$ cat src/rtl/bridge_req_arbiter.sv
`default_nettype none
// ============================================================================
// Module   : bridge_req_arbiter
// Purpose  : Round-robin arbiter sharing the bridge_driver request channel
//            between NUM_REQ requesters. Snapshots the winner, issues a
//            one-cycle valid pulse downstream, tracks it to completion and
//            routes progress/result/response back to the granted requester.
// Revision : 1.0 - initial release
// ============================================================================
module bridge_req_arbiter #(
  parameter int NUM_REQ = 4,
  parameter int IDX_W   = $clog2(NUM_REQ)
) (
  input  logic                     clk,
  input  logic                     reset,
  // Requester side
  input  logic [NUM_REQ-1:0]       in_valid,
  input  logic [NUM_REQ*16-1:0]    in_word,
  input  logic [NUM_REQ*128-1:0]   in_param,
  output logic [NUM_REQ-1:0]       in_grant,
  output logic [NUM_REQ-1:0]       in_done,
  output logic [15:0]              in_result,
  output logic [127:0]             in_response,
  output logic [15:0]              in_progress,
  // Downstream (bridge_driver req port) side
  output logic                     out_valid,
  output logic [15:0]              out_word,
  output logic [127:0]             out_param,
  input  logic                     out_done,
  input  logic [15:0]              out_result,
  input  logic [127:0]             out_response,
  input  logic [15:0]              out_progress
);

  typedef enum logic [1:0] {
    S_IDLE   = 2'd0,
    S_ISSUE  = 2'd1,
    S_WAIT   = 2'd2,
    S_RETIRE = 2'd3
  } state_e;

  state_e               state_q, state_d;
  logic [IDX_W-1:0]     last_q, last_d;
  logic [NUM_REQ-1:0]   grant_q, grant_d;
  logic [NUM_REQ-1:0]   done_q, done_d;
  logic                 valid_q, valid_d;
  logic [15:0]          word_q, word_d;
  logic [127:0]         param_q, param_d;
  logic [15:0]          result_q, result_d;
  logic [127:0]         response_q, response_d;
  logic [15:0]          progress_q, progress_d;

  logic                 win_found;
  logic [IDX_W-1:0]     win_idx;
  logic [IDX_W-1:0]     cand_idx;

  // Round-robin search starting one past the previous winner.
  always_comb begin
    win_found = 1'b0;
    win_idx   = '0;
    cand_idx  = '0;
    for (int k = 1; k <= NUM_REQ; k++) begin
      cand_idx = IDX_W'((int'(last_q) + k) % NUM_REQ);
      if (!win_found && in_valid[cand_idx]) begin
        win_found = 1'b1;
        win_idx   = cand_idx;
      end
    end
  end

  // Next-state and datapath updates for the grant/issue/wait/retire sequence.
  always_comb begin
    state_d    = state_q;
    last_d     = last_q;
    grant_d    = grant_q;
    done_d     = '0;
    valid_d    = 1'b0;
    word_d     = word_q;
    param_d    = param_q;
    result_d   = result_q;
    response_d = response_q;
    progress_d = progress_q;

    case (state_q)
      S_IDLE: begin
        if (win_found) begin
          last_d     = win_idx;
          grant_d    = NUM_REQ'(1) << win_idx;
          word_d     = in_word[int'(win_idx)*16 +: 16];
          param_d    = in_param[int'(win_idx)*128 +: 128];
          progress_d = '0;
          valid_d    = 1'b1;       // registered so it is high only during ISSUE
          state_d    = S_ISSUE;
        end
      end
      S_ISSUE: begin
        state_d = S_WAIT;
      end
      S_WAIT: begin
        progress_d = out_progress;
        if (out_done) begin
          result_d   = out_result;
          response_d = out_response;
          done_d     = grant_q;      // completion pulse visible during RETIRE
          state_d    = S_RETIRE;
        end
      end
      S_RETIRE: begin
        grant_d = '0;
        state_d = S_IDLE;
      end
      default: begin
        state_d = S_IDLE;
      end
    endcase
  end

  // State and output registers with synchronous reset.
  always_ff @(posedge clk) begin
    if (reset) begin
      state_q    <= S_IDLE;
      last_q     <= IDX_W'(NUM_REQ - 1);
      grant_q    <= '0;
      done_q     <= '0;
      valid_q    <= 1'b0;
      word_q     <= '0;
      param_q    <= '0;
      result_q   <= '0;
      response_q <= '0;
      progress_q <= '0;
    end else begin
      state_q    <= state_d;
      last_q     <= last_d;
      grant_q    <= grant_d;
      done_q     <= done_d;
      valid_q    <= valid_d;
      word_q     <= word_d;
      param_q    <= param_d;
      result_q   <= result_d;
      response_q <= response_d;
      progress_q <= progress_d;
    end
  end

  assign in_grant    = grant_q;
  assign in_done     = done_q;
  assign in_result   = result_q;
  assign in_response = response_q;
  assign in_progress = progress_q;
  assign out_valid   = valid_q;
  assign out_word    = word_q;
  assign out_param   = param_q;

endmodule
`default_nettype wire

$ cat config.mk
export PLATFORM = sky130hd
export DESIGN_NAME = bridge_req_arbiter
export DESIGN_NICKNAME = d
export VERILOG_FILES = /design/src/rtl/bridge_req_arbiter.sv
export SDC_FILE = /design/constraint.sdc
export NUM_CORES = 1
export LEC_CHECK = 0
export CELL_PAD_IN_SITES_DETAIL_PLACEMENT = 1
export CELL_PAD_IN_SITES_GLOBAL_PLACEMENT = 2
export CORE_AREA = 4 4 413 415
export DETAILED_ROUTE_END_ITERATION = 8
export DIE_AREA = 0 0 417 419
export GPL_ROUTABILITY_DRIVEN = 0
export GPL_TIMING_DRIVEN = 0
export PLACE_DENSITY = 0.47
export SYNTH_ARGS = -nofsm -noshare
export SYNTH_HDL_FRONTEND = slang
export SYNTH_SLANG_ARGS = --single-unit
$ cat constraint.sdc
create_clock -name clk -period 2.8 [get_ports clk]
set_input_delay 0.42 -clock clk [delete_from_list [all_inputs] [get_ports clk]]
set_output_delay 0.42 -clock clk [all_outputs]
set_load 0.05 [all_outputs]
# Yosys cells after proc, flatten, opt, wreduce, memory -nomap -nowiden
# Index checks and enable logic that the tools add are counted.
[totals]
regBits = 317
out_inout_bits = 313
[classes]
n_addsub = 4
n_lt_le_gt_ge = 4
eq_ne = 5
shift = 3
muxes = 24
bitwise_logic = 3
n_reduce_logical = 16
[ops]
columns = ["operator", "count"]
rows = [
  ["$shiftx A512 B10 Y128", 1],
  ["$shiftx A64 B7 Y16", 1],
  ["$pmux W16 S2", 1],
  ["$mux W16", 1],
  ["$lt A2 B3 Y1 const B", 4],
  ["$mux W2", 6],
  ["$reduce_and A2 Y1", 5],
  ["$mux W1", 9],
  ["$bmux W1 S2", 4],
  ["$pmux W2 S4", 1],
  ["$pmux W4 S2", 1],
  ["$add A2 B1 Y2 const B", 2],
  ["$add A2 B2 Y2 const B", 2],
  ["$eq A2 B2 Y1 const B", 2],
  ["$mux W4", 1],
  ["$ne A2 B2 Y1 const B", 2],
  ["$reduce_bool A2 Y1", 2],
  ["$shl A1 B2 Y4 const A", 1],
  ["$logic_and A1 B1 Y1", 3],
  ["$logic_not A1 Y1", 3],
  ["$not A1 Y1", 3],
  ["$reduce_or A3 Y1", 1],
  ["$eq A2 B1 Y1 const B", 1],
  ["$logic_not A2 Y1", 1],
  ["$reduce_or A2 Y1", 1],
]

# Logic depth before layout (Yosys ltp)
[logic_depth]
word_depth = 16
ltp_mapped = 9
depth_no_buf = 7

# Least setup slack after synthesis
# Ideal clock, no wire load.
[synth_path]
kind = "input to register"
from = "input port in_valid[2]"
to = "register last_q[0]"
setup_ns = 0.120
arrival_ns = 1.682
required_time_ns = 2.680
path_slack_ns = 0.999
cell_stages = 9
n_path_buf = 4
cell_sequence = "buf_2 nand2b_1 a21oi_1 nor3_1 buf_4 buf_8 buf_6 nor2_1 a211o_1"
[synth_via]
elab_chain_len = 13
[synth_rtl]
columns = ["item", "line_no", "source"]
rows = [
  ["from (decl)", "17", "input logic [NUM_REQ-1:0] in_valid,"],
  ["$bmux W1 S2", "64", "if (!win_found && in_valid[cand_idx]) begin"],
  ["$mux W1 (implied by the code)", "64", ""],
  ["$mux W1", "64", ""],
  ["$logic_not A1 Y1", "64", ""],
  ["$logic_and A1 B1 Y1", "64", ""],
  ["$mux W1", "64", ""],
  ["$logic_not A1 Y1", "64", ""],
  ["$logic_and A1 B1 Y1", "64", ""],
  ["$mux W1", "64", ""],
  ["$logic_not A1 Y1", "64", ""],
  ["$logic_and A1 B1 Y1", "64", ""],
  ["$mux W1", "64", ""],
  ["$reduce_and A2 Y1 (no line)", "-", ""],
  ["to (signal assigned)", "122", "last_q <= IDX_W'(NUM_REQ - 1);"],
  ["to (signal assigned)", "133", "last_q <= last_d;"],
  ["to (decl)", "43", "logic [IDX_W-1:0] last_q, last_d;"],
]
# Several ways; a longest one is shown, not always the timed one. The select of a mux whose other input is x is not followed.
# A chain may end at the register's enable or synchronous reset.

# Worst setup path after layout
[layout_path]
from = "register last_q[0]"
to = "register param_q[21] (netlist: out_param[21])"
[layout_via]
elab_chain_len = 14
[layout_rtl]
columns = ["item", "line_no", "source"]
rows = [
  ["$add A2 B1 Y2", "63", "cand_idx = IDX_W'((int'(last_q) + k) % NUM_REQ);"],
  ["$bmux W1 S2", "64", ""],
  ["$mux W1 (implied by the code)", "64", ""],
  ["$mux W1", "64", ""],
  ["$logic_not A1 Y1", "64", ""],
  ["$logic_and A1 B1 Y1", "64", ""],
  ["$mux W1", "64", ""],
  ["$logic_not A1 Y1", "64", ""],
  ["$logic_and A1 B1 Y1", "64", ""],
  ["$mux W1", "64", ""],
  ["$logic_not A1 Y1", "64", ""],
  ["$logic_and A1 B1 Y1", "64", ""],
  ["$mux W2 / $mux W1 (equally long branches)", "64", ""],
  ["$shiftx A512 B10 Y128 / $reduce_and A2 Y1 (equally long branches)", "-", ""],
  ["to (signal assigned)", "138", "param_q <= param_d;"],
  ["to (decl)", "48", "logic [127:0] param_q, param_d;"],
]
# Several ways; a longest one is shown, not always the timed one. The select of a mux whose other input is x is not followed.

==> flow_summary.toml <==
[worst_setup_path]
critical_path_arrival_ps = 3180
reg2reg_to = "out_param[21]$_SDFFE_PP0P_"
r2r_slack_ps = 120
rr_startpoint = "last_q[0]$_SDFFE_PP1P_"
cp-end-kind = "flip-flop"
start_kind = "flip-flop"
required_ps = 3290
critPathKind = "flip-flop to flip-flop"
rr_worst_depth = 7
cp_max_fo = 10

[synth]
synth_edf_count = 0
synth_cell_types = 40
syn_nets = 3015
syn_avg_cell_area_um2 = 7.19
synth-seq-cells = 317
ys.flop_type = "dfxtp_1"
synth.yosys.warnings = 0
async_flop_share_pct = 0
ys_seq_area_share_pct = 38.9
synthCells = 2268
synth_area_um2 = 16300

[finish]
area_growth_pct = 92.3
final_nets = 4120
stdcell_count = 5630
design_area_um2 = 31400
fillCellCount = 19924
utilization_pct = 18.8
drive_above_1_share_pct = 4.72

[timing]
drv_slew = 0
fmax_mhz = 373
worst_pin_slew_ps = 952
rsz0062_at_grt = "false"
fin_crit_sh_pct = 95.8
slew_headroom_pct = 36.5
setup_viol = 0
whs_ps = 321
fin_skew_ps = 29.1
hold_viol_final = 0
min_period_ps = 2680
finalWorstSetupSlack_ps = 118

[placed_design]
numPortBuffers = 1051
place_inst = 5523
preCtsSetupSlack_ps = -902
dpl_cell_area_um2 = 29600
dp_hpwl_um = 113000

[floorplanning]
core_um2 = 167000
rows = 150
fp.dieH_um = 419
ioPinCount = 1056
die_x_um = 417
die_area_um2 = 175000
initial_core_util_pct = 9.79

[drt]
vias_per_cell = 3.55
dr.pass1.iters = 4
routedWlPerCell_um = 24.3
drt_iter0_drc = 677
vias = 19994
drtAntennaViolNets = 0
drc = 0
totalWireLength_um = 137000

[power_and_ir_drop]
netSwitchingPower_w = 0.0157
combPwrFrac_pct = 57.2
clkPwrFrac_pct = 21.3
netSwitchingFraction_pct = 50.6
p_per_area_nw_per_um2 = 992
p_int_w = 0.0154
sequentialPowerShare_pct = 21.5
leakage_nw = 11.4
ir_worst_vdd_v = 0.000524

[global_route]
grt.total_usage_pct = 14.9
grt.overflow.total = 0
antenna_found_initial = 27
grt_max_degree = 15
grt_pass1_wl_um = 180000
grt_pass1_vias = 21135

[min_path]
min-delay-start = "out_response[44]"
hold_path.class = "primary input to flip-flop"
hold_depth = 3
whs_endpoint = "in_response[44]$_SDFFE_PP0P_"

[cts]
clockRootBuffer = "clkbuf_16"
h-tree-depth = 2
clk_pin_slew_worst_paths_ps = 60
insertion_delay_ps = 650
cts_sinks = 317
cts_buffers = 50
cts_hold_buf = 0
cts_tree = "done"
clockBufferDepth = 3

[flow_run]
drv_cap = 0

[status]
status = "finished clean"
synthesized netlist by cell type (11+ instances only):
| library cell | number | area share (%) |
|---|---|---|
| nor2_1 | 287 | 6.6 |
| buf_2 | 42 | 1.3 |
| o21bai_1 | 16 | 0.74 |
| a21oi_1 | 150 | 4.6 |
| buf_4 | 11 | 0.51 |
| inv_1 | 135 | 3.1 |
| mux2i_1 | 145 | 8.9 |
| o21ai_0 | 84 | 2.6 |
| o21ai_1 | 305 | 9.4 |
| nor3b_1 | 132 | 6.1 |
| a221oi_1 | 16 | 0.86 |
| o22ai_1 | 18 | 0.69 |
| a22oi_1 | 17 | 0.78 |
| clkbuf_1 | 114 | 2.6 |
| dfxtp_1 | 317 | 39 |
| nand2_1 | 419 | 9.6 |
cells by family after synthesis:
logic type | after synthesis | share of synthesized area (%)
compound gates | 616 | 20.2
fa+ha+maj | 4 | 0.307
buf+inv | 317 | 8.17
flops | 317 | 38.9
mux | 145 | 8.90
simple gates | 869 | 23.6
placed cells by master (no fill, tap or decap), types with 10 or more instances in the layout:
master / count
a21oi_1: 150
a221oi_1: 16
a22oi_1: 17
buf_2: 40
buf_4: 13
clkbuf_1: 115
clkbuf_16: 50
clkbuf_8: 10
clkdlybuf4s50_1: 1051
clkinv_2: 11
dfxtp_1: 317
diode_2: 15
inv_1: 135
mux2i_1: 145
nand2_1: 419
nor2_1: 287
nor3b_1: 132
o21ai_0: 84
o21ai_1: 305
o21bai_1: 16
o22ai_1: 18
or2_1: 10
critical path, stage by stage (launching register included):
cell and delay, ps:
dfxtp_1 380, or2b_4 320, a21oi_1 240, buf_2 560, buf_1 570, nor3b_1 200, o21ai_1 180, o21ai_1 80
area by class of cell:
| class | instances | area (um^2) | share of cell area, % |
|---|---|---|---|
| multi-input cells | 1634 | 8640 | 27.6 |
| well taps | 2204 | 2760 | 8.79 |
| flip-flops and latches | 317 | 6350 | 20.2 |
| repair buffers | 1054 | 10600 | 33.7 |
| clock buffers | 71 | 1430 | 4.56 |
| inverters | 135 | 507 | 1.62 |
| diodes | 15 | 37.5 | 0.120 |
| clock inverters | 19 | 241 | 0.770 |
| plain buffers | 181 | 846 | 2.70 |
worst max-delay path by stage:
stage | startpoint | to | slack [ps] | cells past startpoint
floorplan | in_valid[2] | last_q[0]$_SDFFE_PP1P_ | 1000 | 9
CTS | last_q[0]$_SDFFE_PP1P_ | out_param[50]$_SDFFE_PP0P_ | 20 | 7
detailed placement | in_valid[3] | out_param[50]$_SDFFE_PP0P_ | -900 | 8
global placement | reset | in_response[41]$_SDFFE_PP0P_ | -1450 | 5
finish | last_q[0]$_SDFFE_PP1P_ | out_param[21]$_SDFFE_PP0P_ | 120 | 7
global route | last_q[1]$_SDFFE_PP1P_ | out_param[42]$_SDFFE_PP0P_ | 30 | 8
registers in the layout (all words and copies together), names as in the netlist, 2 cells and up:
name         cells
in_response    128
out_param      128
in_progress     16
in_result       16
out_word        16
in_done          4
in_grant         4
last_q           2
state_q          2
per-layer routing:
metal / track usage (%) / vias to the layer above / wire length [um] / part of all wire [%]
li1: - / 9810 / - / -
met1: 16.1 / 9514 / 52400 / 38
met2: 28.0 / 553 / 72600 / 53
met3: 4.46 / 113 / 9020 / 6.6
met4: 3.73 / 4 / 2820 / 2.1
met5: 0 / - / 21 / 0.015
timing repair:
action                                  CTS  global route
gates resized for setup                   6            11
endpoints found under the setup margin  189            12
buffers inserted                          3             0
stage by stage:
stage	total power, W	TNS, ps
floorplan	0.0167	0
finish	0.0311	0
global route	0.0331	0
detailed placement	0.0251	-186460
global placement	0.0251	-315710
CTS	0.0321	0
power groups by stage:
stage | combinational, W | sequential (W) | clock (W)
global placement | 0.0183 | 0.00678 | 0
finish | 0.0178 | 0.00669 | 0.00664
global route | 0.0191 | 0.00687 | 0.00711
floorplan | 0.00568 | 0.0110 | 0
CTS | 0.0184 | 0.00674 | 0.00697
detailed placement | 0.0183 | 0.00681 | 0
Note: power is estimated with default switching activity, not from simulation.
